==> src/rtl/lv_fault_fsm_if.sv <==
// Register-file / datapath side bundle of the LV fault state machine.
// Master drives error sources and control bits; slave is lv_fault_fsm.
interface lv_fault_fsm_if #(
  parameter int ERR_NUM    = 16,
  parameter int DBNC_W     = 4,
  parameter int BIST_TMO_W = 12
);
  localparam int ID_W = (ERR_NUM > 1) ? $clog2(ERR_NUM) : 1;

  logic                  i_pwr_on;
  logic                  i_io_fsenb_n;
  logic [ERR_NUM-1:0]    i_err_raw;
  logic [ERR_NUM-1:0]    i_err_mask;
  logic [ERR_NUM-1:0]    i_err_fatal;
  logic [ERR_NUM-1:0]    i_err_clr;
  logic [DBNC_W-1:0]     i_dbnc_th;
  logic                  i_nml_en;
  logic                  i_cfg_en;
  logic                  i_rst_en;
  logic                  i_bist_en;
  logic                  i_bist_done;
  logic [BIST_TMO_W-1:0] i_bist_tmo_th;

  logic [ERR_NUM-1:0]    o_err_sticky;
  logic                  o_first_vld;
  logic [ID_W-1:0]       o_first_id;
  logic                  o_bist_tmo;
  logic [2:0]            o_cur_st;
  logic                  o_pwm_en;
  logic                  o_fsc_en;
  logic                  o_bist_en;
  logic                  o_intb_n;

  modport master (
    output i_pwr_on, i_io_fsenb_n, i_err_raw, i_err_mask, i_err_fatal, i_err_clr,
           i_dbnc_th, i_nml_en, i_cfg_en, i_rst_en, i_bist_en, i_bist_done, i_bist_tmo_th,
    input  o_err_sticky, o_first_vld, o_first_id, o_bist_tmo, o_cur_st,
           o_pwm_en, o_fsc_en, o_bist_en, o_intb_n
  );

  modport slave (
    input  i_pwr_on, i_io_fsenb_n, i_err_raw, i_err_mask, i_err_fatal, i_err_clr,
           i_dbnc_th, i_nml_en, i_cfg_en, i_rst_en, i_bist_en, i_bist_done, i_bist_tmo_th,
    output o_err_sticky, o_first_vld, o_first_id, o_bist_tmo, o_cur_st,
           o_pwm_en, o_fsc_en, o_bist_en, o_intb_n
  );
endinterface

==> src/rtl/lv_fault_fsm.sv <==
// LV operating-mode FSM with per-source error qualification, sticky latch and BIST watchdog.
// Optional debounce counters are built only when LV_FAULT_DBNC_EN is defined.
module lv_fault_fsm #(
  parameter int ERR_NUM    = 16,
  parameter int DBNC_W     = 4,
  parameter int BIST_TMO_W = 12
) (
  input  logic           i_clk,
  input  logic           i_rst_n,
  lv_fault_fsm_if.slave  bus
);
  localparam int ID_W = (ERR_NUM > 1) ? $clog2(ERR_NUM) : 1;

  typedef enum logic [2:0] {
    ST_PWR_DWN  = 3'd0,
    ST_WAIT     = 3'd1,
    ST_NML      = 3'd2,
    ST_FAILSAFE = 3'd3,
    ST_FAULT    = 3'd4,
    ST_CFG      = 3'd5,
    ST_BIST     = 3'd6,
    ST_RST      = 3'd7
  } state_t;

  function automatic logic [ID_W-1:0] lowest_idx(input logic [ERR_NUM-1:0] v);
    logic [ID_W-1:0] idx;
    idx = '0;
    for (int k = ERR_NUM - 1; k >= 0; k--) begin
      if (v[k]) idx = ID_W'(k);
    end
    return idx;
  endfunction

  state_t                r_state;
  state_t                w_nxt;
  logic [ERR_NUM-1:0]    r_sticky;
  logic                  r_first_vld;
  logic [ID_W-1:0]       r_first_id;
  logic [BIST_TMO_W-1:0] r_bist_cnt;
  logic                  r_bist_tmo;
  logic                  r_pwm_en;
  logic                  r_fsc_en;
  logic                  r_bist_en;
  logic                  r_intb_n;

  logic [ERR_NUM-1:0]    w_act;
  logic [ERR_NUM-1:0]    w_qual;
  logic [ERR_NUM-1:0]    w_sticky_nxt;
  logic                  w_err_any;
  logic                  w_err_hard;
  logic                  w_rst_entry;
  logic                  w_bist_entry;
  logic                  w_bist_tmo;
  logic [BIST_TMO_W-1:0] w_bist_cnt_nxt;
  logic                  w_bist_tmo_nxt;

  assign w_act = bus.i_err_raw & ~bus.i_err_mask;

`ifdef LV_FAULT_DBNC_EN
  logic [DBNC_W-1:0] r_dbnc_cnt [ERR_NUM];

  // Counter saturates so a long-held source stays qualified for any threshold.
  always_ff @(posedge i_clk or negedge i_rst_n) begin
    if (!i_rst_n) begin
      for (int k = 0; k < ERR_NUM; k++) r_dbnc_cnt[k] <= '0;
    end else begin
      for (int k = 0; k < ERR_NUM; k++) begin
        if (!w_act[k])
          r_dbnc_cnt[k] <= '0;
        else if (r_dbnc_cnt[k] != {DBNC_W{1'b1}})
          r_dbnc_cnt[k] <= r_dbnc_cnt[k] + 1'b1;
      end
    end
  end

  always_comb begin
    w_qual = '0;
    for (int k = 0; k < ERR_NUM; k++)
      w_qual[k] = w_act[k] & (r_dbnc_cnt[k] >= bus.i_dbnc_th);
  end
`else
  assign w_qual = w_act;
`endif

  assign w_err_any  = |r_sticky;
  assign w_err_hard = |(r_sticky & bus.i_err_fatal);

  // Next-state logic; power loss overrides everything.
  always_comb begin
    w_nxt = r_state;
    if (!bus.i_pwr_on) begin
      w_nxt = ST_PWR_DWN;
    end else begin
      case (r_state)
        ST_PWR_DWN: w_nxt = ST_WAIT;
        ST_WAIT: begin
          if (bus.i_nml_en && !w_err_any)
            w_nxt = bus.i_io_fsenb_n ? ST_NML : ST_FAILSAFE;
        end
        ST_NML: begin
          if (bus.i_cfg_en)            w_nxt = ST_CFG;
          else if (w_err_any)          w_nxt = ST_FAULT;
          else if (!bus.i_io_fsenb_n)  w_nxt = ST_FAILSAFE;
        end
        ST_FAILSAFE: begin
          if (w_err_hard)                             w_nxt = ST_FAULT;
          else if (bus.i_io_fsenb_n && !w_err_any)    w_nxt = ST_NML;
        end
        ST_FAULT: begin
          if (bus.i_cfg_en)                           w_nxt = ST_CFG;
          else if (!w_err_hard && !bus.i_io_fsenb_n)  w_nxt = ST_FAILSAFE;
          else if (!w_err_any && bus.i_io_fsenb_n)    w_nxt = ST_NML;
        end
        ST_CFG: begin
          if (bus.i_rst_en)                           w_nxt = ST_RST;
          else if (bus.i_bist_en && !w_err_hard)      w_nxt = ST_BIST;
          else if (!bus.i_cfg_en && w_err_any)        w_nxt = ST_FAULT;
          else if (!bus.i_cfg_en)
            w_nxt = bus.i_io_fsenb_n ? ST_NML : ST_FAILSAFE;
        end
        ST_BIST: begin
          if (bus.i_bist_done || !bus.i_bist_en || w_bist_tmo) w_nxt = ST_CFG;
        end
        ST_RST: begin
          if (!bus.i_rst_en) w_nxt = ST_WAIT;
        end
        default: w_nxt = ST_PWR_DWN;
      endcase
    end
  end

  assign w_rst_entry  = (w_nxt == ST_RST)  && (r_state != ST_RST);
  assign w_bist_entry = (w_nxt == ST_BIST) && (r_state != ST_BIST);
  assign w_bist_tmo   = (r_state == ST_BIST) && (r_bist_cnt == bus.i_bist_tmo_th);

  assign w_sticky_nxt = w_rst_entry ? '0 : ((r_sticky & ~bus.i_err_clr) | w_qual);

  always_comb begin
    w_bist_cnt_nxt = r_bist_cnt;
    if (w_bist_entry)
      w_bist_cnt_nxt = '0;
    else if (r_state == ST_BIST)
      w_bist_cnt_nxt = r_bist_cnt + 1'b1;
  end

  // Flag rises on the edge the watchdog count lands on the threshold.
  assign w_bist_tmo_nxt = w_rst_entry ? 1'b0 :
                          (r_bist_tmo | ((w_nxt == ST_BIST) && (w_bist_cnt_nxt == bus.i_bist_tmo_th)));

  always_ff @(posedge i_clk or negedge i_rst_n) begin
    if (!i_rst_n) begin
      r_sticky    <= '0;
      r_first_vld <= 1'b0;
      r_first_id  <= '0;
    end else begin
      r_sticky <= w_sticky_nxt;
      if (w_rst_entry) begin
        r_first_vld <= 1'b0;
        r_first_id  <= '0;
      end else if (r_sticky == '0 && w_sticky_nxt != '0) begin
        r_first_vld <= 1'b1;
        r_first_id  <= lowest_idx(w_sticky_nxt);
      end else if (w_sticky_nxt == '0) begin
        r_first_vld <= 1'b0;
      end
    end
  end

  // State register and outputs registered from the next state.
  always_ff @(posedge i_clk or negedge i_rst_n) begin
    if (!i_rst_n) begin
      r_state    <= ST_PWR_DWN;
      r_bist_cnt <= '0;
      r_bist_tmo <= 1'b0;
      r_pwm_en   <= 1'b0;
      r_fsc_en   <= 1'b0;
      r_bist_en  <= 1'b0;
      r_intb_n   <= 1'b1;
    end else begin
      r_state    <= w_nxt;
      r_bist_cnt <= w_bist_cnt_nxt;
      r_bist_tmo <= w_bist_tmo_nxt;
      r_pwm_en   <= (w_nxt == ST_NML) ||
                    ((w_nxt == ST_FAULT) && !w_err_hard && r_pwm_en);
      r_fsc_en   <= (w_nxt == ST_FAILSAFE) ||
                    ((w_nxt == ST_FAULT) && !w_err_hard && r_fsc_en);
      r_bist_en  <= (w_nxt == ST_BIST);
      r_intb_n   <= !((w_nxt == ST_PWR_DWN) || (w_nxt == ST_WAIT) ||
                      (w_nxt == ST_FAULT)   || (w_nxt == ST_RST)  ||
                      ((w_nxt == ST_CFG) && w_err_any) || w_bist_tmo_nxt);
    end
  end

  assign bus.o_err_sticky = r_sticky;
  assign bus.o_first_vld  = r_first_vld;
  assign bus.o_first_id   = r_first_id;
  assign bus.o_bist_tmo   = r_bist_tmo;
  assign bus.o_cur_st     = r_state;
  assign bus.o_pwm_en     = r_pwm_en;
  assign bus.o_fsc_en     = r_fsc_en;
  assign bus.o_bist_en    = r_bist_en;
  assign bus.o_intb_n     = r_intb_n;
endmodule

==> src/flat_wrapper.sv <==
// flat-port wrapper written by rule: the top's interface ports become plain ports
module lv_fault_fsm_flat 
#(
  parameter int ERR_NUM    = 16,
  parameter int DBNC_W     = 4,
  parameter int BIST_TMO_W = 12
)
  (i_clk, i_rst_n, bus_i_pwr_on, bus_i_io_fsenb_n, bus_i_err_raw, bus_i_err_mask, bus_i_err_fatal, bus_i_err_clr, bus_i_dbnc_th, bus_i_nml_en, bus_i_cfg_en, bus_i_rst_en, bus_i_bist_en, bus_i_bist_done, bus_i_bist_tmo_th, bus_o_err_sticky, bus_o_first_vld, bus_o_first_id, bus_o_bist_tmo, bus_o_cur_st, bus_o_pwm_en, bus_o_fsc_en, bus_o_bist_en, bus_o_intb_n);
  lv_fault_fsm_if #(.ERR_NUM(ERR_NUM), .DBNC_W(DBNC_W), .BIST_TMO_W(BIST_TMO_W)) bus_i ();
  input  logic i_clk;
  input  logic i_rst_n;
  input wire logic [$bits(bus_i.i_pwr_on)-1:0] bus_i_pwr_on;
  input wire logic [$bits(bus_i.i_io_fsenb_n)-1:0] bus_i_io_fsenb_n;
  input wire logic [$bits(bus_i.i_err_raw)-1:0] bus_i_err_raw;
  input wire logic [$bits(bus_i.i_err_mask)-1:0] bus_i_err_mask;
  input wire logic [$bits(bus_i.i_err_fatal)-1:0] bus_i_err_fatal;
  input wire logic [$bits(bus_i.i_err_clr)-1:0] bus_i_err_clr;
  input wire logic [$bits(bus_i.i_dbnc_th)-1:0] bus_i_dbnc_th;
  input wire logic [$bits(bus_i.i_nml_en)-1:0] bus_i_nml_en;
  input wire logic [$bits(bus_i.i_cfg_en)-1:0] bus_i_cfg_en;
  input wire logic [$bits(bus_i.i_rst_en)-1:0] bus_i_rst_en;
  input wire logic [$bits(bus_i.i_bist_en)-1:0] bus_i_bist_en;
  input wire logic [$bits(bus_i.i_bist_done)-1:0] bus_i_bist_done;
  input wire logic [$bits(bus_i.i_bist_tmo_th)-1:0] bus_i_bist_tmo_th;
  output wire logic [$bits(bus_i.o_err_sticky)-1:0] bus_o_err_sticky;
  output wire logic [$bits(bus_i.o_first_vld)-1:0] bus_o_first_vld;
  output wire logic [$bits(bus_i.o_first_id)-1:0] bus_o_first_id;
  output wire logic [$bits(bus_i.o_bist_tmo)-1:0] bus_o_bist_tmo;
  output wire logic [$bits(bus_i.o_cur_st)-1:0] bus_o_cur_st;
  output wire logic [$bits(bus_i.o_pwm_en)-1:0] bus_o_pwm_en;
  output wire logic [$bits(bus_i.o_fsc_en)-1:0] bus_o_fsc_en;
  output wire logic [$bits(bus_i.o_bist_en)-1:0] bus_o_bist_en;
  output wire logic [$bits(bus_i.o_intb_n)-1:0] bus_o_intb_n;
  assign bus_i.i_pwr_on = bus_i_pwr_on;
  assign bus_i.i_io_fsenb_n = bus_i_io_fsenb_n;
  assign bus_i.i_err_raw = bus_i_err_raw;
  assign bus_i.i_err_mask = bus_i_err_mask;
  assign bus_i.i_err_fatal = bus_i_err_fatal;
  assign bus_i.i_err_clr = bus_i_err_clr;
  assign bus_i.i_dbnc_th = bus_i_dbnc_th;
  assign bus_i.i_nml_en = bus_i_nml_en;
  assign bus_i.i_cfg_en = bus_i_cfg_en;
  assign bus_i.i_rst_en = bus_i_rst_en;
  assign bus_i.i_bist_en = bus_i_bist_en;
  assign bus_i.i_bist_done = bus_i_bist_done;
  assign bus_i.i_bist_tmo_th = bus_i_bist_tmo_th;
  assign bus_o_err_sticky = bus_i.o_err_sticky;
  assign bus_o_first_vld = bus_i.o_first_vld;
  assign bus_o_first_id = bus_i.o_first_id;
  assign bus_o_bist_tmo = bus_i.o_bist_tmo;
  assign bus_o_cur_st = bus_i.o_cur_st;
  assign bus_o_pwm_en = bus_i.o_pwm_en;
  assign bus_o_fsc_en = bus_i.o_fsc_en;
  assign bus_o_bist_en = bus_i.o_bist_en;
  assign bus_o_intb_n = bus_i.o_intb_n;
  lv_fault_fsm #(.ERR_NUM(ERR_NUM), .DBNC_W(DBNC_W), .BIST_TMO_W(BIST_TMO_W)) u_core (.i_clk(i_clk), .i_rst_n(i_rst_n), .bus(bus_i));
endmodule
==> config.mk <==
export PLATFORM = sky130hd
export DESIGN_NAME = lv_fault_fsm_flat
export DESIGN_NICKNAME = d
export VERILOG_FILES = /design/src/rtl/lv_fault_fsm_if.sv /design/src/rtl/lv_fault_fsm.sv /design/src/flat_wrapper.sv
export SDC_FILE = /design/constraint.sdc
export NUM_CORES = 1
export LEC_CHECK = 0
export ABC_CLOCK_PERIOD_IN_PS = 3600
export BUFFER_PORTS_ARGS = -buffer_cell sky130_fd_sc_hd__buf_2
export CAP_MARGIN = 15
export CORE_ASPECT_RATIO = 1.75
export CORE_MARGIN = 4
export CORE_UTILIZATION = 40
export DETAILED_ROUTE_END_ITERATION = 6
export MAX_ROUTING_LAYER = met4
export PLACE_DENSITY = 0.7
export SYNTH_ARGS = -nofsm -noshare
export SYNTH_HDL_FRONTEND = slang
export SYNTH_SLANG_ARGS = --single-unit
export TNS_END_PERCENT = 10
==> constraint.sdc <==
create_clock -name i_clk -period 3.6 [get_ports i_clk]
set_input_delay 0.54 -clock i_clk [delete_from_list [all_inputs] [get_ports i_clk]]
set_output_delay 0.54 -clock i_clk [all_outputs]
set_load 0.02 [all_outputs]
==> results of run 1 <==
-- synth_stat cells, drive strengths merged (2+ instances only) --
library cell and n:
nand3b 3, nor3 12, nor2 42, a22oi 10, o22ai 9, a2bb2oi 4
clkbuf 9, and2 2, nand3 10, nor4 10, nand2 17, a221oi 4
a211o 3, xnor2 18, nand2b 4, nor2b 11, a31oi 6, nand4 8
and3 4, nor4b 3, and4 2, mux2i 2, o211ai 2, a21oi 12
o31ai 4, inv 41, or2 3, a211oi 2, dfrtp 40, a22o 4
xor2 11, o21ai 12
-- worst max-delay path: cells and delay by family, from the launching register on --
family | cells | cell delay (ns)
buffers and inverters | 3 | 0.60
XOR/XNOR | 2 | 0.55
AND/OR/NAND/NOR | 4 | 0.69
flip-flops | 1 | 0.70
AO/OA/AOI/OAI | 3 | 0.66
-- layout make-up --
cell class	instances	area, µm²	share of cell area [%]
Clock buffer	8	146	3.92
Inverter	41	154	4.12
Multi-Input combinational cell	253	1680	44.9
Sequential cell	41	1030	27.5
Tap cell	84	105	2.81
Timing Repair Buffer	121	626	16.7
-- power groups by stage --
stage          clock [W]  sequential (W)  combinational [W]
6_report        0.000448        0.000520           0.000241
5_1_grt         0.000475        0.000524           0.000271
4_1_cts         0.000456        0.000520           0.000243
3_5_place_dp           0        0.000529           0.000243
3_3_place_gp           0        0.000529           0.000237
2_1_floorplan          0        0.000544           0.000108
-- logic make-up after synthesis --
logic type	synth area share (%)
buffers and inverters	6.49
and+or+nand+nor	27.8
DFF	35.5
muxes	0.692
adders and majority gates	0.433
AOI/OAI and AO/OA	20.3
xor gates and xnor gates	8.78
-- how the worst max path moves through the flow --
| stage | start | end | slack (ns) | cells after the start |
|---|---|---|---|---|
| after detailed placement | bus_i_err_fatal[3] | u_core.bus.o_intb_n | 0.19 | 13 |
| final | u_core.bus.o_cur_st[2] | u_core.bus.o_intb_n | 0.32 | 12 |
| after global routing | u_core.bus.o_err_sticky[6] | u_core.bus.o_bist_tmo | 0.04 | 12 |
| after floorplan | u_core.bus.o_cur_st[2] | u_core.bus.o_bist_tmo | 0.68 | 11 |
| after global placement | bus_i_err_fatal[3] | u_core.bus.o_intb_n | 0.21 | 13 |
| after CTS | u_core.bus.o_err_sticky[3] | u_core.bus.o_bist_tmo | 0.28 | 12 |
-- state kept, by name (all words and copies together), names as in the netlist --
signal                   count
u_core.r_bist_cnt           12
u_core.bus.o_bist_tmo        1
u_core.bus.o_first_id        4
u_core.bus.o_first_vld       1
u_core.bus.o_bist_en         1
u_core.bus.o_err_sticky     16
u_core.bus.o_cur_st          3
u_core.bus.o_intb_n          1
u_core.bus.o_fsc_en          1
u_core.bus.o_pwm_en          1
-- layer usage --
layer	GRT usage, %	share of wire, %
met5	-	0
met4	8.94	2.7
met2	40.6	56
met1	22.4	36
met3	3.08	5.2
-- metrics by stage --
| step | instance area, µm² | setup WS [ns] | util, % |
|---|---|---|---|
| 4_1_cts | 3730 | 0.277 | 53.7 |
| 2_1_floorplan | 2890 | 0.683 | - |
| 3_3_place_gp | 3590 | 0.208 | 51.6 |
| 6_report | 3740 | 0.315 | 53.7 |
| 5_1_grt | 3740 | 0.0359 | 53.7 |
| 3_5_place_dp | 3590 | 0.189 | 51.6 |
-- placed cells by master, fill, tap and decap left out, drive strengths merged, types with 2 or more instances in the layout --
cell type    n
nor3        12
nand3       10
dfrtp       40
nand4        8
and2         2
a2bb2oi      4
inv         41
nor2        42
a221oi       4
and3         4
o211ai       2
nand3b       3
a211oi       2
xor2        11
xnor2       18
nand2       17
nand2b       4
o31ai        4
and4         2
mux2i        2
nor4        10
a211o        3
a21oi       12
o22ai        9
nor2b       11
o21ai       12
clkbuf       8
buf        121
or2          3
nor4b        3
a22o         4
a31oi        6
a22oi       10
-- what timing repair did --
| item | in CTS | in global routing |
|---|---|---|
| endpoints found under the setup margin | 0 | 2 |
| gates resized for setup | 0 | 1 |
| hold endpoints to repair | 0 | 0 |
| hold buffers | 0 | 0 |
==> flow_summary.yaml, run 1 <==
clock_tree:
  clk_pin_slew_ns: 0.06
  clkSinkCount: 41
  numCtsBuffers: 5
  clockBufferDepth: 2
  cts_root_buf: "clkbuf_16"
  clk_latency_ns: 0.28
  postCtsSetupRepairBufs: 0
  cts_tree: "built"
  htree_levels: 2
yosys:
  ys_seq_area_share_pct: 35.5
  synth-edff-count: 0
  synthFlopType: "dfrtp_1"
  ys_ff_latch: 41
  syn_inst: 344
  synthesis.area_um2: 2890
  avgSynthCellArea_um2: 8.41
  syn-num-nets: 434
  ys_async_sr_fraction_pct: 100
  synth_top_area_cell: "dfrtp_1"
  yosysUniqueCellTypes: 58
  yosysWarningCount: 0
  synth_area_leaders: "dfrtp_1 35%, nor2_1 5.5%, xnor2_1 5.5%"
  synthDominantCellAreaShare_pct: 34.6
setup_path:
  cp_max_fo: 18
  reg2reg_to: "u_core.bus.o_intb_n"
  arrival_ns: 3.46
  path_class: "flop to flop"
  critPathMaxStageDelay_ns: 0.70
  start_kind: "flop"
  endpoint_kind: "flop"
  required_ns: 3.78
  reg2reg_depth: 12
  crit_slowest_cell: "dfrtp_1"
  cpMostUsedCell: "buf_4"
  crit_chain: "nand3b_1 -> buf_4 -> nor3_1 -> buf_4 -> nand3_1 -> xor2_1 -> xor2_1 -> a31oi_1 -> a2bb2oi_1 -> a2111oi_1 -> buf_4 -> nor4_1"
  r2r-start: "u_core.bus.o_cur_st[2]"
  rrSetupSlack_ns: 0.32
power_and_ir_drop:
  netSwitchingFraction_pct: 28.4
  pwr-share-clk_pct: 37.0
  p_leak_nw: 1.78
  power.density_nw_per_um2: 324
  power_frac_comb_pct: 20.0
  intPower_w: 0.000865
  pwr-share-seq_pct: 43.0
  power.total_w: 0.00121
  max-vdd-ir-drop_mv: 0.243
  p_switching_w: 0.000344
sta:
  hold_viol: 0
  setup_viol: 0
  max_clock_freq_ghz: 0.304
  slew-limit-headroom_pct: 38.5
  post-route-period-util_pct: 91.2
  fin_skew_ns: 0.00352
  layout_min_cycle_time_ns: 3.28
  rsz0062_at_grt: "false"
  worstMarginPinSlew_ns: 0.923
  fin_setup_tns_ns: 0
  slew_viol_final: 0
  hold_ws_ns: 0.400
floorplanning:
  coreArea_um2: 6960
  ioPinCount: 118
  num_rows: 40
  die_w_um: 72.3
  fp.dieH_um: 120
  start_util_pct: 41.6
  die-area_um2: 8710
place:
  port_buffers: 113
  dpl.cell_count: 540
  place_hpwl_um: 7170
  place_congestion: 0.909
grt:
  grt_pass1_vias: 3180
  grt_usage_pct: 21.9
  grt_pass1_wl_um: 14600
  grt_antenna_before_repair: 0
  grt-ovfl-total: 0
  grt_max_degree: 42
drt:
  detail_route.vias_per_cell: 5.49
  dr.first_iter.drc_count: 105
  drc: 0
  wire_per_inst_um: 16.1
  ant_nets: 0
  routed_wl_um: 8820
  dr.pass1.iters: 4
  vias: 3008
status:
  outcome: "complete, no violations"
layout:
  fill_cells: 694
  drive_gt1_share_pct: 30.4
  nNetsFinal: 553
  synthToLayoutAreaGrowth_pct: 29.2
  layoutNonFillerInstCount: 548
  n_antenna_cell: 0
job:
  cap_violations: 0
hold_path:
  hold_path_class: "input port to asynchronous set/reset pin"
No activity file was read; power rests on OpenSTA's default activity.
==> inputs of run 2 (changes only) <==
- CORE_UTILIZATION: 40 -> 49
- PLACE_DENSITY: 0.7 -> 0.83
==> run 2 against run 1 <==
Sequential power is essentially flat. Die area fell by 17%. Critical path type unchanged. Highest routed layer unchanged. Wire length shrank 1.8%.
==> flow_summary.yaml, run 2 (same netlist as run 1, synthesis figures left out) <==
layout:
  mostFrequentLayoutCell: "buf_2"
  layout_common_cells: "113 x buf_2, 42 x nor2_1, 40 x inv_1, 40 x dfrtp_1, 18 x xnor2_1"
  n_antenna_cell: 0
  largest_register_ffs: 16
  drive_gt1_share_pct: 31.4
  synthToLayoutAreaGrowth_pct: 27.4
  nNetsFinal: 554
  design_area_um2: 3680
sta:
  slew-limit-headroom_pct: 38.9
  hold_viol: 0
  post-route-period-util_pct: 91.6
  setup_ws_ns: 0.302
  fin_skew_ns: 0.0116
  layout_min_cycle_time_ns: 3.30
  rsz0062_at_grt: "false"
  worstMarginPinSlew_ns: 0.916
  max_clock_freq_ghz: 0.303
  hold_ws_ns: 0.358
  slew_viol_final: 0
  fin_setup_tns_ns: 0
  setup_viol: 0
drt:
  ant_nets: 0
  routed_wl_um: 8660
  wire_per_inst_um: 16.0
  detail_route.vias_per_cell: 5.67
  vias: 3070
  drc: 0
  dr.first_iter.drc_count: 164
  dr.pass1.iters: 4
setup_path:
  endpoint_kind: "flop"
  r2r-start: "u_core.bus.o_err_sticky[2]"
  cp_max_fo: 8
  arrival_ns: 3.53
  reg2reg_depth: 10
  rrSetupSlack_ns: 0.30
  reg2reg_to: "u_core.bus.o_bist_tmo"
  path_class: "flop to flop"
  required_ns: 3.84
  start_kind: "flop"
floorplanning:
  ioPinCount: 118
  fp.dieH_um: 110
  die-area_um2: 7240
  start_util_pct: 51.4
  die_w_um: 66.1
  num_rows: 36
  coreArea_um2: 5630
place:
  placed_cell_area_um2: 3590
  post-place-ws_ns: 0.0763
  place_congestion: 0.887
  port_buffers: 113
  place_hpwl_um: 6980
grt:
  grt_pass1_wl_um: 13900
  grt_usage_pct: 26.0
  grt_pass1_vias: 3030
  grt_max_degree: 42
  grt-ovfl-total: 0
  grt_antenna_before_repair: 0
job:
  cap_violations: 0
power_and_ir_drop:
  power.density_nw_per_um2: 289
  p_switching_w: 0.000343
  pwr-share-clk_pct: 28.4
  netSwitchingFraction_pct: 32.1
  p_leak_nw: 1.76
  intPower_w: 0.000723
  pwr-share-seq_pct: 48.5
  power_frac_comb_pct: 23.1
  max-vdd-ir-drop_mv: 0.328
clock_tree:
  clk_latency_ns: 0.31
  htree_levels: 2
  cts_root_buf: "clkbuf_8"
  cts_tree: "built"
  clockBufferDepth: 2
  numCtsBuffers: 5
  clk_pin_slew_ns: 0.09
  clkSinkCount: 41
status:
  outcome: "complete, no violations"
hold_path:
  hold_path_class: "input port to asynchronous set/reset pin"
[run 2: final cells by class]
cell class / count / area [µm²]
repair buffers: 122 / 633
fillers: 507 / 1950
flip-flops and latches: 41 / 1030
multi-input cells: 253 / 1690
inverters: 41 / 154
well taps: 76 / 95.1
clock buffers: 5 / 68.8
clock inverters: 3 / 17.5
[run 2: how the worst max path moves through the flow]
stage | start | endpoint | slack (ns) | cells past startpoint
floorplan | u_core.bus.o_cur_st[2] | u_core.bus.o_bist_tmo | 0.68 | 11
global placement | bus_i_err_fatal[3] | u_core.bus.o_bist_tmo | 0.18 | 11
detailed placement | bus_i_err_fatal[3] | u_core.bus.o_bist_tmo | 0.08 | 11
CTS | u_core.bus.o_err_sticky[2] | u_core.bus.o_bist_tmo | 0.16 | 10
global route | u_core.bus.o_err_sticky[6] | u_core.bus.o_bist_tmo | 0.08 | 10
finish | u_core.bus.o_err_sticky[2] | u_core.bus.o_bist_tmo | 0.30 | 10
[run 2: timing repair]
action / 4_1_cts / 5_1_grt
buffers inserted: 0 / 0
setup endpoints to repair: 0 / 2
gates resized for setup: 0 / 2
hold buffers: 0 / 0
[run 2: worst max-delay path, stage by stage, from the launching register on]
cell,delay [ns]
dfrtp_1,0.48
a22o_1,0.27
a221oi_1,0.26
and4_1,0.38
a2bb2oi_1,0.10
o21ai_0,0.20
nand4_2,0.24
nor3_2,0.41
o21ai_0,0.15
a2111oi_0,0.55
or2_1,0.18
[run 2: metal layers]
metal  routed length (µm)  track usage (%)  up-vias
met1                 3040             26.3     1431
met2                 4830             49.4      146
met3                  537             3.99       23
met5                    0                -        -
met4                  246             9.30        0
li1                     -                -     1470
[run 2: through the flow]
stage / total power (W) / utilization (%) / std cells
after global placement: 0.000765 / 63.7 / 533
after global routing: 0.00112 / 65.4 / 541
after floorplan: 0.000652 / - / 344
after detailed placement: 0.000771 / 63.7 / 533
after CTS: 0.00107 / 65.2 / 541
final: 0.00107 / 65.4 / 541
[run 2: power groups by stage]
stage | logic (W) | registers, W | clock network [W]
floorplan | 0.000108 | 0.000544 | 0
global placement | 0.000240 | 0.000525 | 0
detailed placement | 0.000246 | 0.000526 | 0
CTS | 0.000246 | 0.000517 | 0.000305
global route | 0.000271 | 0.000520 | 0.000329
finish | 0.000246 | 0.000517 | 0.000303
==> inputs of run 3 (changes only) <==
- CORE_MARGIN: 4 -> 2
==> run 3 against run 2 <==
Highest routed layer unchanged. Clock-buffer cell count unchanged. Combinational power about the same. Sequential cell count unchanged. Utilization decreased by 1.8 points. Die area decreased by 9.5%. Global-route usage increased by 2.8 points. Clock skew decreased by 0.0025 ns. Sequential share of layout area about the same. Sequential power about the same. Non-clock buffer count unchanged. Critical path type unchanged. Total power decreased by 0.13%. Maximum frequency increased by 2.6%.
==> flow_summary.yaml, run 3 (same netlist as run 1, synthesis figures left out) <==
status:
  outcome: "complete, no violations"
drt:
  dr.pass1.iters: 5
  ant_nets: 0
  vias: 3058
  wire_per_inst_um: 15.4
  drc: 0
  dr.first_iter.drc_count: 142
  detail_route.vias_per_cell: 5.63
  routed_wl_um: 8350
sta:
  worstMarginPinSlew_ns: 0.908
  hold_viol: 0
  slew_viol_final: 0
  layout_min_cycle_time_ns: 3.22
  max_clock_freq_ghz: 0.311
  slew-limit-headroom_pct: 39.5
  post-route-period-util_pct: 89.3
  fin_skew_ns: 0.00916
  setup_viol: 0
  hold_ws_ns: 0.363
  fin_setup_tns_ns: 0
  rsz0062_at_grt: "false"
  setup_ws_ns: 0.385
floorplanning:
  ioPinCount: 118
  start_util_pct: 50.0
  coreArea_um2: 5790
  die-area_um2: 6560
  die_w_um: 62.1
  fp.dieH_um: 106
  num_rows: 37
power_and_ir_drop:
  pwr-share-seq_pct: 48.4
  power.density_nw_per_um2: 289
  max-vdd-ir-drop_mv: 0.213
  p_leak_nw: 1.76
  netSwitchingFraction_pct: 32.0
  pwr-share-clk_pct: 28.2
  power_frac_comb_pct: 23.4
  intPower_w: 0.000724
  p_switching_w: 0.000341
layout:
  seqCellArea_um2: 1030
  fill_cells: 540
  drive_gt1_share_pct: 31.2
  mostFrequentLayoutCell: "buf_2"
  design_area_um2: 3680
  nNetsFinal: 554
  largest_register_ffs: 16
  n_antenna_cell: 0
  layout_common_cells: "113 x buf_2, 42 x nor2_1, 40 x inv_1, 40 x dfrtp_1, 18 x xnor2_1"
  multi_input_area_um2: 1680
  synthToLayoutAreaGrowth_pct: 27.3
grt:
  grt-ovfl-total: 0
  grt_pass1_wl_um: 13900
  grt_max_degree: 42
  grt_antenna_before_repair: 0
  grt_pass1_vias: 3149
  grt_usage_pct: 28.8
place:
  place_congestion: 0.890
  post-place-ws_ns: 0.240
  placed_cell_area_um2: 3590
  port_buffers: 113
  place_hpwl_um: 6730
setup_path:
  arrival_ns: 3.44
  start_kind: "flop"
  reg2reg_depth: 10
  cp_max_fo: 14
  required_ns: 3.82
  path_class: "flop to flop"
  endpoint_kind: "flop"
clock_tree:
  cts_root_buf: "clkbuf_8"
  htree_levels: 2
  clk_latency_ns: 0.30
  clk_pin_slew_ns: 0.08
  cts_tree: "built"
  clockBufferDepth: 2
  numCtsBuffers: 5
  clkSinkCount: 41
job:
  cap_violations: 0
hold_path:
  hold_path_class: "input port to asynchronous set/reset pin"
[run 3: cell counts in the layout (fill, tap and decap cells not counted)]
No cell type changed its count.
[run 3: timing repair]
action / in CTS / in global routing
hold endpoints to repair: 0 / 0
endpoints found under the setup margin: 0 / 2
resized for setup: 0 / 2
setup buffers: 0 / 0
hold buffers: 0 / 0
[run 3: layout make-up]
cell class              instances  area share (%)
multi-input cells             253            45.7
flip-flops and latches         41            27.9
repair buffers                122            17.2
inverters                      41            4.18
well taps                      78            2.65
clock buffers                   5            1.87
clock inverters                 3           0.476
[run 3: per-stage QoR]
step	total power, W	instances	util, %
CTS	0.00107	543	63.5
global placement	0.000765	535	62.0
global route	0.00112	543	63.6
floorplan	0.000652	344	-
finish	0.00106	543	63.6
detailed placement	0.000773	535	62.0
[run 3: power groups by stage]
stage / registers (W) / clock network, W / logic, W
2_1_floorplan: 0.000544 / 0 / 0.000108
3_3_place_gp: 0.000524 / 0 / 0.000241
3_5_place_dp: 0.000524 / 0 / 0.000248
4_1_cts: 0.000516 / 0.000304 / 0.000249
5_1_grt: 0.000519 / 0.000323 / 0.000274
6_report: 0.000515 / 0.000301 / 0.000249
[run 3: path summary, 6_finish.rpt]
check / from / endpoint / slack (ns)
worst min-delay path: i_rst_n / u_core.bus.o_bist_en / 0.36
worst max register to register: u_core.bus.o_err_sticky[0] / u_core.bus.o_first_id[1] / 0.38
min in group i_clk: u_core.bus.o_first_id[1] / u_core.bus.o_first_id[1] / 0.53
worst min register to register: u_core.bus.o_first_id[1] / u_core.bus.o_first_id[1] / 0.53
max in group asynchronous: i_rst_n / u_core.bus.o_err_sticky[1] / 2.66
worst max-delay path: u_core.bus.o_err_sticky[0] / u_core.bus.o_first_id[1] / 0.38
[run 3: layer usage]
metal / global-route usage [%] / wire length (µm) / part of all wire, %
met1: 29.2 / 2910 / 35
met2: 50.9 / 4680 / 56
met3: 4.42 / 463 / 5.5
met4: 13.1 / 300 / 3.6
met5: - / 0 / 0
[run 3: worst max-delay path, cell delays in order, from the launching register on]
cell and delay, ns:
dfrtp_1 0.48, nor4_4 0.37, nand4_4 0.22, a2111o_1 0.43, a211o_1 0.40, nand2b_4 0.14, inv_2 0.04, and4b_4 0.24
a211o_1 0.31, or3_1 0.36, a21oi_1 0.15
